`src/rtl/cpu54_div_pkg.sv`:
```
// Shared definitions for the CPU54 iterative divider: state encoding,
// default operand width and iteration counter sizing.
package cpu54_div_pkg;

    localparam int DIV_WIDTH = 32;

    typedef logic [1:0] div_state_t;

    localparam div_state_t IDLE = 2'd0;
    localparam div_state_t RUN  = 2'd1;
    localparam div_state_t DONE = 2'd2;

    // One spare bit so the counter can hold WIDTH itself.
    function automatic int cnt_width(input int width);
        return $clog2(width) + 1;
    endfunction

    localparam int CNT_WIDTH = cnt_width(DIV_WIDTH);

endpackage

```
`src/rtl/cpu54_div_step.sv`:
```
// One restoring-division step: shift in the next dividend bit, trial-subtract
// the divisor and keep the difference when it does not borrow.
module cpu54_div_step #(
    parameter int WIDTH = 32
) (
    input  logic [WIDTH-1:0] rem_in,
    input  logic             bit_in,
    input  logic [WIDTH-1:0] divisor,
    output logic [WIDTH-1:0] rem_out,
    output logic             q_bit
);

    logic [WIDTH:0]   shifted;
    logic [WIDTH-1:0] diff;

    assign shifted = {rem_in, bit_in};

    // No borrow exactly when the shifted remainder is at least the divisor;
    // the kept difference is then below the divisor, so the low bits suffice.
    assign q_bit   = (shifted >= {1'b0, divisor});
    assign diff    = shifted[WIDTH-1:0] - divisor;
    assign rem_out = q_bit ? diff : shifted[WIDTH-1:0];

endmodule

```
`src/rtl/cpu54_divider.sv`:
```
// Iterative DIV/DIVU unit: one restoring step per cycle on operand magnitudes,
// sign fix-up applied when the last step is registered into the results.
module cpu54_divider
    import cpu54_div_pkg::*;
#(
    parameter int WIDTH = DIV_WIDTH
) (
    input  logic             clock_in,
    input  logic             reset_signal,
    input  logic             start,
    input  logic             is_signed,
    input  logic [WIDTH-1:0] dividend,
    input  logic [WIDTH-1:0] divisor,
    output logic [WIDTH-1:0] quotient,
    output logic [WIDTH-1:0] remainder,
    output logic             busy,
    output logic             done,
    output logic             div_by_zero
);

    localparam int CW = cnt_width(WIDTH);

    div_state_t state, state_next;

    logic [WIDTH-1:0] rem_r;
    logic [WIDTH-1:0] dq_r;
    logic [WIDTH-1:0] dvs_r;
    logic [CW-1:0]    cnt_r;
    logic             neg_dd_r;
    logic             neg_dv_r;
    logic             dz_r;

    logic             accept;
    logic             last_step;
    logic             dd_neg;
    logic             dv_neg;
    logic [WIDTH-1:0] dd_mag;
    logic [WIDTH-1:0] dv_mag;
    logic [WIDTH-1:0] step_rem;
    logic             step_q;
    logic [WIDTH-1:0] quo_mag;

    assign accept    = start && (state != RUN);
    assign last_step = (state == RUN) && (cnt_r == CW'(WIDTH - 1));

    assign dd_neg = is_signed & dividend[WIDTH-1];
    assign dv_neg = is_signed & divisor[WIDTH-1];
    assign dd_mag = dd_neg ? -dividend : dividend;
    assign dv_mag = dv_neg ? -divisor  : divisor;

    cpu54_div_step #(
        .WIDTH (WIDTH)
    ) u_step (
        .rem_in  (rem_r),
        .bit_in  (dq_r[WIDTH-1]),
        .divisor (dvs_r),
        .rem_out (step_rem),
        .q_bit   (step_q)
    );

    // Dividend bits shift out of the top of dq_r as quotient bits shift in.
    assign quo_mag = {dq_r[WIDTH-2:0], step_q};

    // NOTE: sequential state uses non-blocking assignments so every register
    // samples pre-edge values, independent of the order of statements.
    always_ff @(posedge clock_in) begin
        if (!reset_signal) begin
            state <= IDLE;
        end else begin
            state <= state_next;
        end
    end

    // NOTE: every signal assigned here gets a default first, so no path
    // through the case can leave it unassigned and infer a latch.
    always_comb begin
        state_next = state;
        case (state)
            IDLE, DONE: state_next = start ? RUN : IDLE;
            RUN:        state_next = last_step ? DONE : RUN;
            default:    state_next = IDLE;
        endcase
    end

    always_comb begin
        busy = (state == RUN);
        done = (state == DONE);
    end

    // NOTE: the working datapath has no reset; it is always reloaded on an
    // accepted start, and only the visible results must be cleared by reset.
    always_ff @(posedge clock_in) begin
        if (accept) begin
            rem_r    <= '0;
            dq_r     <= dd_mag;
            dvs_r    <= dv_mag;
            cnt_r    <= '0;
            neg_dd_r <= dd_neg;
            neg_dv_r <= dv_neg;
            dz_r     <= (divisor == '0);
        end else if (state == RUN) begin
            rem_r <= step_rem;
            dq_r  <= quo_mag;
            cnt_r <= cnt_r + 1'b1;
        end
    end

    // A zero divisor leaves |dividend| as the remainder magnitude, so the
    // usual remainder fix-up restores the original dividend bit pattern.
    always_ff @(posedge clock_in) begin
        if (!reset_signal) begin
            quotient    <= '0;
            remainder   <= '0;
            div_by_zero <= 1'b0;
        end else if (last_step) begin
            if (dz_r) begin
                quotient <= '1;
            end else begin
                quotient <= (neg_dd_r ^ neg_dv_r) ? -quo_mag : quo_mag;
            end
            remainder   <= neg_dd_r ? -step_rem : step_rem;
            div_by_zero <= dz_r;
        end
    end

endmodule

```
`config.mk`:
```
export PLATFORM = sky130hd
export DESIGN_NAME = cpu54_divider
export DESIGN_NICKNAME = d
export VERILOG_FILES = /design/src/rtl/cpu54_div_pkg.sv /design/src/rtl/cpu54_div_step.sv /design/src/rtl/cpu54_divider.sv
export SDC_FILE = /design/constraint.sdc
export NUM_CORES = 1
export LEC_CHECK = 0
export ABC_AREA = 1
export ABC_CLOCK_PERIOD_IN_PS = 7200
export CELL_PAD_IN_SITES_DETAIL_PLACEMENT = 1
export CELL_PAD_IN_SITES_GLOBAL_PLACEMENT = 2
export CORE_ASPECT_RATIO = 1.4
export CORE_MARGIN = 1.5
export CORE_UTILIZATION = 35
export CTS_CLUSTER_SIZE = 8
export DETAILED_ROUTE_END_ITERATION = 12
export GPL_TIMING_DRIVEN = 0
export PLACE_DENSITY_LB_ADDON = 0.1
export SLEW_MARGIN = 20
export SYNTH_ARGS = -nofsm -noshare
export SYNTH_HDL_FRONTEND = slang
export SYNTH_SLANG_ARGS = --single-unit
export TNS_END_PERCENT = 1
```
`constraint.sdc`:
```
create_clock -name clock_in -period 7.2 [get_ports clock_in]
set_input_delay 1.44 -clock clock_in [delete_from_list [all_inputs] [get_ports clock_in]]
set_output_delay 1.44 -clock clock_in [all_outputs]
set_load 0.05 [all_outputs]
```
==> results of run 1 <==
cells by family after synthesis:
group	synth area share
AO/OA/AOI/OAI	0.119
XOR/XNOR	0.0663
adder cells (fa/ha/maj)	0.0393
buffers and inverters	0.107
flip-flops	0.335
AND/OR/NAND/NOR	0.333
cell usage after synthesis (all sizes together) (3+ instances only):
master	number
buf	14
ha	37
o221ai	17
nand4	21
o211ai	12
o22ai	6
dfxtp	105
or2	11
nor3	34
a31oi	16
a21o	3
inv	275
nor2	188
nor4	6
nand3b	6
a21oi	56
nand3	131
o41ai	3
xnor2	28
nand2	532
edfxtp	67
xor2	65
clkinv	6
o31ai	3
o21ai	127
clkbuf	38
o21bai	6
worst paths after layout:
check                   startpoint                        end  slack (ns)  cells after the start
max            dvs_r[26]$_DFFE_PP_  quotient[28]$_SDFFE_PN0P_        2.49                     24
min          cnt_r[2]$_SDFFE_PP0P_      cnt_r[2]$_SDFFE_PP0P_        0.51                      2
max reg2reg    dvs_r[26]$_DFFE_PP_  quotient[28]$_SDFFE_PN0P_        2.49                     24
min reg2reg  cnt_r[2]$_SDFFE_PP0P_      cnt_r[2]$_SDFFE_PP0P_        0.51                      2
state kept, by name, summed over array words and instances, names as in the netlist:
register     flops
rem_r           32
remainder       32
neg_dd_r         1
dq_r            32
div_by_zero      1
cnt_r            6
dz_r             1
dvs_r           32
quotient        32
state            2
neg_dv_r         1
layout make-up:
type                       instances  area (um^2)  share of cell area
clock inverter                    13          133             0.00895
tap                              456          571              0.0385
multi-input combinational       1316         6870               0.463
sequential                       172         4110               0.278
inverter                         281         1050              0.0712
buffer                            52          264              0.0178
timing repair buffer             136         1380              0.0932
clock buffer                      19          433              0.0292
metrics by stage:
stage	hold WS (ns)	instance area, um^2
floorplan	0.463	12300
global placement	0.480	14200
detailed placement	0.496	14300
CTS	0.513	14800
global route	0.521	14800
finish	0.512	14800
where the power goes:
part	leakage (nW)	switching (mW)	total, mW	internal, mW
sequential	1.51	0.111	1.24	1.13
combinational	5.27	1.91	2.79	0.881
clock	0.265	0.428	0.913	0.485
metal layers:
metal	up-vias	wire length, um
li1	6161	-
met1	5790	16900
met2	172	26800
met3	74	878
met4	0	2330
met5	-	0
critical path, cell delays in order (launching register included):
cell      delay (ns)
edfxtp_1        0.37
inv_1           0.22
ha_1            0.35
nand2_1         0.10
nand2_1         0.09
nand3_1         0.08
nand2_1         0.10
a21oi_1         0.20
nand2_1         0.09
nor2_2          0.19
nand2_4         0.16
inv_2           0.13
buf_4           0.22
ha_1            0.21
nand2_1         0.06
nor2_1          0.16
nand2_1         0.10
nor3_1          0.39
nand4_1         0.30
o21ai_0         0.38
nand2_1         0.20
a21oi_1         0.20
xnor2_1         0.09
o221ai_1        0.15
inv_1           0.06
==> metrics.txt, run 1 <==
outcome complete, no violations; leading cell type in the layout, fill and taps excluded nand2_1; clock buffer count from CTS 17; cell area after synthesis 12300 um^2; Startpoint Class flip-flop; synth top area cells dfxtp_1, edfxtp_1, nand2_1; Post-synth ARST share 0; Final Non-Filler Cells 2445; CTS tree built; Post-synth EDFFs 67; skew final around 0.012 ns; DP Wirelength 40.3 mm; routed vias about 12000; htree depth 4; LEAKAGE 7.05 nW; Die Ht 225 um; Hold-fix buffers, CTS 0; Yosys cell types 50; first-pass GRT wire length just over 70 mm; Slew Viols, Final 0; met1 global-route usage 0.251; Initial Util 0.354; fillers roughly 4500; flops & latches, synth 172; GRT Overall Usage 0.264; Reg clk slew, reported paths 0.07 ns; Placed Cells approximately 2400; critical path fanouts, max 10; relative slew slack 0.298; Worst Setup End Kind flip-flop; Max Root-Sink Buffers 2; most frequent cells in the layout nand2_1, inv_1, nor2_1; CTS-repair resized insts 0; fin crit period approximately 4.7 ns; busiest grt layer met2; clk sinks 172; drt first-iter violations about 380; Yosys Warn Count 0; later-pin clock latency in the skew report 0.46 ns; vias in the first global route between 10000 and 15000; IO Pins approximately 140; Setup violations, final 0; sequential element share of the synthesized area 0.335; core footprint around 35000 um^2; wire length per cell between 15 and 20 um; clock root cell clkbuf_16; Final Net Count approximately 2100; Peak VDD IR ~0.00016 V; mean area per synthesized cell roughly 6.7 um^2; row count ~80; layout cells sized above 1 0.0689; fin worst setup slack 2.49 ns; top-area cell type share of the netlist area 0.171; largest net degree at the start of global routing 33; Pwr Total between 4 and 5 mW; Syn Nets roughly 1900; DR DRC count 0; Synth Instances ~1800; Max Cap Viol 0; DP Worst Slack 2.42 ns; Power Density 334 nW/um^2; final number of hold-violating endpoints 0; RSZ-0062 raised after global routing false; gpl congestion 0.939; top achievable clock speed 213 MHz; Horiz. Die Dim about 160 um; GR Layer Usage met3 0.0247; Area growth syn-to-layout 20.6%; Setup Fix Bufs, Post-CTS 0; Tightest Pin Transition around 1.0 ns; Synth area leader dfxtp_1; worst min path class reg2reg; Post-DRT Antenna Nets 0; Antenna Cells 0; WL final approximately 47 mm; Setup CP Type reg2reg; setup TNS 0 ns; DIE AREA approximately 36000 um^2; grt ovf 0; initial antenna violation count 0; most common flop cell mapped by yosys dfxtp_1; WP data required 7.55 ns; Final Core Density 0.426; iteration count of the initial detailed-routing pass 4; met2 Usage GRT 0.545; vias per inst between 4 and 5; input/output buffers around 130; Arrival @ worst endpoint roughly 5.1 ns; Final Cycle Share 0.653
Note: power is estimated with default switching activity, not from simulation.
==> inputs of run 2 (changes only) <==
--- a/config.mk
+++ b/config.mk
@@ -6,12 +6,12 @@
 export NUM_CORES = 1
 export LEC_CHECK = 0
 export ABC_AREA = 1
-export ABC_CLOCK_PERIOD_IN_PS = 7200
+export ABC_CLOCK_PERIOD_IN_PS = 4250
 export CELL_PAD_IN_SITES_DETAIL_PLACEMENT = 1
 export CELL_PAD_IN_SITES_GLOBAL_PLACEMENT = 2
 export CORE_ASPECT_RATIO = 1.4
 export CORE_MARGIN = 1.5
-export CORE_UTILIZATION = 35
+export CORE_UTILIZATION = 29
 export CTS_CLUSTER_SIZE = 8
 export DETAILED_ROUTE_END_ITERATION = 12
 export GPL_TIMING_DRIVEN = 0
==> constraint.sdc (replaced) <==
create_clock -name clock_in -period 4.25 [get_ports clock_in]
set_input_delay 0.85 -clock clock_in [delete_from_list [all_inputs] [get_ports clock_in]]
set_output_delay 0.85 -clock clock_in [all_outputs]
set_load 0.05 [all_outputs]
==> metrics.txt, run 2 (same netlist as run 1, synthesis figures left out) <==
outcome complete, no violations; slowest cell on the critical path edfxtp_1; CTS tree built; Max Root-Sink Buffers 2; Hold-fix buffers, CTS 0; vias per inst approximately 4.8; critical path fanouts, max 10; GRT Overall Usage 0.230; final number of hold-violating endpoints 0; htree depth 4; layout cells sized above 1 0.0784; top achievable clock speed approximately 250 MHz; Final Cycle Share 0.942; most frequent cells in the layout nand2_1, inv_1, nor2_1; LEAKAGE 7.11 nW; input/output buffers 134; Startpoint Class flip-flop; Clk pwr share 0.190; setup TNS 0 ns; row count between 80 and 90; DIE AREA about 44000 um^2; Tightest Pin Transition just under 0.8 ns; Max Cap Viol 0; worst min path class reg2reg; largest net degree at the start of global routing 32; DP Wirelength roughly 42 mm; Slew Viols, Final 0; wire length per cell 19.3 um; Psw 4.26 mW; clock root cell clkbuf_16; Gate power share 0.562; Antenna Cells 0; first-pass GRT wire length ~74 mm; Area growth syn-to-layout 22.8%; iteration count of the initial detailed-routing pass 5; skew final 0.0123 ns; core footprint roughly 42000 um^2; Final Non-Filler Cells ~2500; Peak VDD IR 0.000343 V; Worst Setup End Kind flip-flop; fillers around 5300; Post-DRT Antenna Nets 0; final instance area between 15000 and 20000 um^2; Power Density approximately 570 nW/um^2; switching share of power 0.498; relative slew slack 0.475; routed vias 12085; delay-heaviest family, CP simple AND/OR/NAND/NOR gates; Final Net Count about 2100; leading cell type in the layout, fill and taps excluded nand2_1; Die Ht between 200 and 250 um; grt ovf 0; DR DRC count 0; Reg clk slew, reported paths about 0.070 ns; WL final 49.1 mm; slowest stage delay, CP about 0.36 ns; Sequential Power Share 0.247; Initial Util 0.293; drt first-iter violations ~420; vias in the first global route ~13000; DP Area 14400 um^2; later-pin clock latency in the skew report around 0.46 ns; clk sinks between 150 and 200; Placed Cells approximately 2500; gpl congestion roughly 0.9; Setup violations, final 0; hold_ws approximately 0.51 ns; Arrival @ worst endpoint approximately 4.4 ns; Setup CP Type reg2reg; fin crit period 4.00 ns; clock buffer count from CTS 17; initial antenna violation count 0; WP data required 4.65 ns; IO Pins ~140; CP bufs+invs 5; Pint 4.29 mW; Final Core Density 0.360; Horiz. Die Dim 177 um
==> run 2: timing repair <==
item	CTS	global route
endpoints found under the setup margin	9	8
pin swaps	2	2
buffers inserted	1	1
resized for setup	10	14
==> run 2: layout make-up <==
type	instances	area, um^2	area share
repair buffers	138	1400	0.0930
clock buffers	18	429	0.0284
flip-flops and latches	172	4110	0.273
inverters	281	1060	0.0700
multi-input cells	1316	6970	0.462
well taps	546	683	0.0453
plain buffers	52	268	0.0177
clock inverters	14	164	0.0109
==> run 2: worst paths after layout <==
check / startpoint / end / slack (ns) / depth (start not counted)
min reg2reg: cnt_r[2]$_SDFFE_PP0P_ / cnt_r[2]$_SDFFE_PP0P_ / 0.51 / 2
min: cnt_r[2]$_SDFFE_PP0P_ / cnt_r[2]$_SDFFE_PP0P_ / 0.51 / 2
max reg2reg: dvs_r[25]$_DFFE_PP_ / quotient[30]$_SDFFE_PN0P_ / 0.25 / 25
max: dvs_r[25]$_DFFE_PP_ / quotient[30]$_SDFFE_PN0P_ / 0.25 / 25
==> run 2: worst reg2reg max path, stage by stage, from the launching register on <==
cell	delay, ns
edfxtp_1	0.36
inv_1	0.24
ha_1	0.36
nand2_2	0.14
nor2_2	0.07
nand3_1	0.08
nor2_1	0.04
nand2_1	0.08
nand2_1	0.09
nor2_4	0.20
nand2_8	0.12
inv_4	0.11
buf_6	0.17
ha_2	0.21
nand2_1	0.06
nor2_2	0.13
nand2_2	0.09
nor3_4	0.25
nand4_1	0.13
buf_4	0.18
o21ai_4	0.17
nand2_2	0.12
nor2_1	0.14
xnor2_1	0.17
o221ai_1	0.14
inv_1	0.09
==> run 2: power by group through the flow <==
stage               sequential [mW]  combinational (mW)  clock, mW
floorplan                      2.06                3.40          0
global placement               2.14                4.70          0
detailed placement             2.14                4.77          0
CTS                            2.11                4.81       1.66
global route                   2.14                5.40       1.72
finish                         2.11                4.81       1.63
==> run 2: per-layer routing <==
layer	vias to the layer above	track usage	wire length (um)
met5	-	0	0
met4	0	0.0995	2060
met2	148	0.477	27900
met1	5708	0.221	18300
li1	6166	-	-
met3	63	0.0230	755
==> run 2: per-stage QoR <==
step	worst slack, ns	total power, mW
floorplan	0.378	5.46
global placement	-2.17	6.84
detailed placement	-0.583	6.91
CTS	0.00404	8.58
global route	-0.0102	9.25
finish	0.246	8.55
